### config.mk
export PLATFORM = sky130hd
export DESIGN_NAME = mem_arbiter
export DESIGN_NICKNAME = d
export VERILOG_FILES = /design/src/rtl/mem_arbiter_pkg.sv /design/src/rtl/mem_arbiter.sv
export SDC_FILE = /design/constraint.sdc
export NUM_CORES = 1
export LEC_CHECK = 0
export CORE_ASPECT_RATIO = 1.1
export CORE_UTILIZATION = 22
export DETAILED_ROUTE_END_ITERATION = 7
export PLACE_DENSITY = 0.78
export SLEW_MARGIN = 25
export SYNTH_ARGS = -nofsm -noshare
export SYNTH_HDL_FRONTEND = slang
export SYNTH_SLANG_ARGS = --single-unit
### constraint.sdc
create_clock -name clk -period 1.25 [get_ports clk]
set_input_delay 0.125 -clock clk [delete_from_list [all_inputs] [get_ports clk]]
set_output_delay 0.125 -clock clk [all_outputs]
set_load 0.1 [all_outputs]
### src/rtl/mem_arbiter_pkg.sv
// rtl/mem_arbiter_pkg.sv - shared CPU types for the prefetch/execution memory arbiter.
package mem_arbiter_pkg;

  typedef enum logic [1:0] {
    IDLE        = 2'd0,
    GRANT_INSTR = 2'd1,
    GRANT_DATA  = 2'd2
  } arb_state_e;

  typedef logic [19:1] word_addr_t;

endpackage

### src/rtl/mem_arbiter.sv
// rtl/mem_arbiter.sv - two-port (prefetch/execution) arbiter onto one shared memory bus.
// Data wins in IDLE unless the instruction port has been starved for STARVE_LIMIT grants.
module mem_arbiter
  import mem_arbiter_pkg::*;
#(
  parameter int STARVE_LIMIT = 4
) (
  input  logic        clk,
  input  logic        reset,
  input  logic        instr_m_access,
  input  word_addr_t  instr_m_addr,
  output logic        instr_m_ack,
  output logic [15:0] instr_m_data_in,
  input  logic        data_m_access,
  input  word_addr_t  data_m_addr,
  input  logic        data_m_wr_en,
  input  logic [1:0]  data_m_bytesel,
  input  logic [15:0] data_m_data_out,
  output logic        data_m_ack,
  output logic [15:0] data_m_data_in,
  output logic        q_m_access,
  output word_addr_t  q_m_addr,
  output logic        q_m_wr_en,
  output logic [1:0]  q_m_bytesel,
  output logic [15:0] q_m_data_out,
  input  logic        q_m_ack,
  input  logic [15:0] q_m_data_in
);

  localparam int CNT_W = (STARVE_LIMIT < 1) ? 1 : $clog2(STARVE_LIMIT + 1);
  localparam logic [CNT_W-1:0] STARVE_MAX = CNT_W'(STARVE_LIMIT);

  arb_state_e       state_q, state_d;
  logic [CNT_W-1:0] starve_cnt_q, starve_cnt_d;

  always_ff @(posedge clk) begin
    if (reset) begin
      state_q      <= IDLE;
      starve_cnt_q <= '0;
    end else begin
      state_q      <= state_d;
      starve_cnt_q <= starve_cnt_d;
    end
  end

  always_comb begin
    state_d      = state_q;
    starve_cnt_d = starve_cnt_q;
    unique case (state_q)
      IDLE: begin
        if (!instr_m_access) starve_cnt_d = '0;
        if (instr_m_access && (starve_cnt_q == STARVE_MAX || !data_m_access)) begin
          state_d      = GRANT_INSTR;
          starve_cnt_d = '0;
        end else if (data_m_access) begin
          state_d = GRANT_DATA;
          // Count only grants that actually made the prefetch wait.
          if (instr_m_access && starve_cnt_q != STARVE_MAX)
            starve_cnt_d = starve_cnt_q + 1'b1;
        end
      end
      GRANT_INSTR: if (!instr_m_access || q_m_ack) state_d = IDLE;
      GRANT_DATA:  if (!data_m_access || q_m_ack) state_d = IDLE;
      default:     state_d = IDLE;
    endcase
  end

  always_comb begin
    q_m_access   = 1'b0;
    q_m_addr     = '0;
    q_m_wr_en    = 1'b0;
    q_m_bytesel  = 2'b00;
    q_m_data_out = 16'h0000;
    instr_m_ack  = 1'b0;
    data_m_ack   = 1'b0;
    unique case (state_q)
      GRANT_INSTR: begin
        q_m_access  = instr_m_access & ~q_m_ack;
        q_m_addr    = instr_m_addr;
        q_m_bytesel = 2'b11;
        instr_m_ack = q_m_ack;
      end
      GRANT_DATA: begin
        q_m_access   = data_m_access & ~q_m_ack;
        q_m_addr     = data_m_addr;
        q_m_wr_en    = data_m_wr_en;
        q_m_bytesel  = data_m_bytesel;
        q_m_data_out = data_m_data_out;
        data_m_ack   = q_m_ack;
      end
      default: ;
    endcase
  end

  assign instr_m_data_in = q_m_data_in;
  assign data_m_data_in  = q_m_data_in;

endmodule

==> results of run 1 <==
registers in the layout, indices dropped and copies added, names as in the netlist:
register      cells
state_q           2
starve_cnt_q      3
area by class of cell:
| class | instances | area share (%) |
|---|---|---|
| Timing Repair Buffer | 120 | 57.2 |
| Tap cell | 56 | 2.39 |
| Inverter | 5 | 0.810 |
| Multi-Input combinational cell | 90 | 34.4 |
| Clock buffer | 4 | 1.53 |
| Sequential cell | 5 | 3.71 |
logic make-up after synthesis:
group	share of synthesized area, %
AND/OR/NAND/NOR	31.1
flip-flops	9.47
buffers and inverters	29.2
AO/OA/AOI/OAI	21.4
adder cells (fa/ha/maj)	5.92
multiplexers	2.84
repair_timing:
| item | in CTS | in global routing |
|---|---|---|
| pin swaps | 5 | 8 |
| setup buffers | 5 | 1 |
| setup endpoints to repair | 44 | 46 |
| gates cloned | 1 | 3 |
| gates resized for setup | 30 | 7 |
worst reg2reg max path, delay by kind of cell (launching register included):
family	cells	cell delay, ns
AO/OA/AOI/OAI	2	0.37
flip-flops	1	0.34
buffers and inverters	2	0.28
multiplexers	1	0.19
adder cells (fa/ha/maj)	1	0.18
through the flow:
step	cells	utilization, %	setup TNS (ns)	instance area (µm²)
after floorplan	141	-	-7.99	1310
after global placement	266	55.8	-7.03	2580
after detailed placement	266	55.8	-8.48	2580
after CTS	276	61.5	-13.91	2840
after global routing	280	63.6	-15.28	2940
final	280	63.6	-13.13	2940
synthesized netlist by cell type:
master / instances
a22oi_1: 19
inv_1: 5
o21ai_0: 1
dfxtp_1: 5
ha_1: 5
buf_4: 33
nor2_1: 1
nand2b_1: 5
nor2b_1: 22
a22oi_2: 1
a21oi_1: 5
and4b_1: 1
nand4_1: 2
clkbuf_1: 3
a21boi_2: 1
and2_1: 19
o211ai_1: 1
a2bb2oi_2: 1
nand3b_1: 1
mux2i_1: 3
buf_6: 1
nor3b_1: 1
a21boi_0: 1
buf_2: 4
path summary, 6_finish.rpt:
kind         depth (start not counted)                          from  slack [ns]                            to
max                                  6       state_q[0]$_SDFFE_PP0P_       -0.37                   q_m_addr[3]
min                                  0                q_m_data_in[2]        0.25             data_m_data_in[2]
max reg2reg                          6       state_q[0]$_SDFFE_PP0P_       -0.18       state_q[0]$_SDFFE_PP0P_
min reg2reg                          2  starve_cnt_q[0]$_SDFFE_PP0P_        0.49  starve_cnt_q[0]$_SDFFE_PP0P_
power breakdown:
group | switching [mW] | internal, mW
combinational | 1.19 | 1.06
clock | 0.0812 | 0.219
sequential | 0.0132 | 0.172
total | 1.28 | 1.45
layout by cell type, fill, tap and decap left out, drive strengths merged:
master / Yosys / final
clkdlybuf4s50: 0 / 61
buf: 38 / 57
nor2b: 22 / 22
a22oi: 20 / 20
and2: 19 / 19
clkbuf: 3 / 6
nand2b: 5 / 5
inv: 5 / 5
a21oi: 5 / 5
ha: 5 / 5
dfxtp: 5 / 5
mux2i: 3 / 3
nand4: 2 / 2
a21boi: 2 / 2
nor3b: 1 / 1
o21ai: 1 / 1
nor2: 1 / 1
a2bb2oi: 1 / 1
and4b: 1 / 1
o211ai: 1 / 1
nand3b: 1 / 1
routing by layer:
layer  part of all wire (%)  up-vias
met5                      0        -
met4                    2.3        0
met3                    7.8       12
met2                     53       52
met1                     36      576
li1                       -      609
==> metrics.md, run 1 <==
| Metric | Value |
|---|---|
| Initial antenna violation count | 0 |
| Crit. End Element | primary output |
| Max-slew headroom | 83.1% |
| Post-route ant nets | 0 |
| Antenna Cells | 0 |
| HP Class | in -> out |
| Crit share post-route | 130% |
| IO Pins | 151 |
| Status | finished, violations left |
| DRC violations left | 0 |
| Final setup viols | 43 |
| Maximum level of the CTS H-tree | 1 |
| Fin nets | 308 |
| Chip width | approximately 70 µm |
| Slew Viols, Final | 0 |
| Syn. warnings | 0 |
| Clk_lat worst skew | approximately 0.22 ns |
| Clock sinks | 5 |
| Routability cong. | 0.736 |
| Least-Margin Pin Slew | 0.254 ns |
| Root buf cell | clkbuf_8 |
| Fmax | 0.615 GHz |
| Syn avg cell area | about 7.5 µm² |
| Post-Syn Nets | 224 |
| Total Die Area | 5090 µm² |
| WL/cell | 15.7 µm |
| First-pass GRT wire length | 6.06 mm |
| GRT Overall Usage | 16.0% |
| Gr busiest metal | met2 |
| Drt first pass iters | 4 |
| Yosys top cell by area | buf_4 |
| Die Span Y | 74.7 µm |
| Worst EP arrival | 1.50 ns |
| Top cell type's share of synthesized area | roughly a quarter |
| Hold slack | 0.250 ns |
| Slowest Stage Delay on Critical Path | 0.34 ns |
| Layout cells sized above 1 | 60.7% |
| Hold_buf cts | 0 |
| Grt total ovfl | 0 |
| Cell variety after synth | 24 |
| Multi-input logic area | 1010 µm² |
| Via density | 4.46 |
| Hold Fails Final Rpt | 0 |
| Worst Skew | 0.000149 ns |
| Tot Pwr | 2.73 mW |
| Part of the Yosys area used for sequential elements | 9.47% |
| DP Worst Slack | -0.272 ns |
| Fillcell total | 368 |
| RSZ-0062 raised after global routing | yes |
| Critical path data required time | 1.12 ns |
| CP startpoint kind | flop |
| Critical path class | reg -> out |
| CTS tree | built |
| Most frequent CP cell | buf_12 |
| WP buf/inv | 3 |
| Setup ws final | -0.375 ns |
| Synthesis-to-layout area growth | 178% |
| Hpwl dp | 2.99 mm |
| #FFs+latches synth | 5 |
| Maximum VDD drop | 552 µV |
| Power Density | 931 nW/µm² |
| Total wire length | 4.40 mm |
| CTS clk-pin slew, worst paths | 0.03 ns |
| Crit Path Max Fanout | 12 |
| Critical-path top delay cell | dfxtp_4 |
| IO Port Bufs | 102 |
| Starting density of the core | between 20% and 30% |
| Met1 Track Usage GR | 17.4% |
| Number of global-route vias before repair | ~1,200 |
| CORE AREA | 4620 µm² |
| Max capacitance violation total | 0 |
| Failing checks | setup timing |
| Number of buffers created by CTS | 3 |
| # rows | 26 |
| Reg area | 109 µm² |
| Met2 usage | approximately 28% |
| Initial DRC Count | 35 |
| Met3 Use GR | 4.55% |
| Min Tclk post-route | 1.62 ns |
| Dominant cells by area after synthesis | buf_4, a22oi_1, nor2b_1, and2_1, dfxtp_1 |
| Largest net degree at the start of global routing | 24 |
| Maximum clock path buffer count | 2 |
| Via count | 1,249 |
| Mapped Area | 1060 µm² |
| Synthesized instance count | 141 |
| CP top delay family | buffers and inverters |
| Static Leak | 1.08 nW |
| Cells along the critical path | buf_4 -> ha_4 -> buf_12 -> a22oi_2 -> nor2b_4 -> buf_12 |
(Power assumes the default switching activity.)
==> run 2, diff against run 1 <==
--- a/config.mk
+++ b/config.mk
@@ -9,7 +9,7 @@
 export CORE_UTILIZATION = 22
 export DETAILED_ROUTE_END_ITERATION = 7
 export PLACE_DENSITY = 0.78
-export SLEW_MARGIN = 25
+export SLEW_MARGIN = 20
 export SYNTH_ARGS = -nofsm -noshare
 export SYNTH_HDL_FRONTEND = slang
 export SYNTH_SLANG_ARGS = --single-unit
==> results of run 2 <==
Same layout as run 1: the final DEF is identical, and so are final timing and power.
==> run 3, diff against run 2 <==
--- a/config.mk
+++ b/config.mk
@@ -5,6 +5,7 @@
 export SDC_FILE = /design/constraint.sdc
 export NUM_CORES = 1
 export LEC_CHECK = 0
+export ABC_CLOCK_PERIOD_IN_PS = 1250
 export CORE_ASPECT_RATIO = 1.1
 export CORE_UTILIZATION = 22
 export DETAILED_ROUTE_END_ITERATION = 7
==> results of run 3 <==
Same layout as run 1: the final DEF is identical, and so are final timing and power.
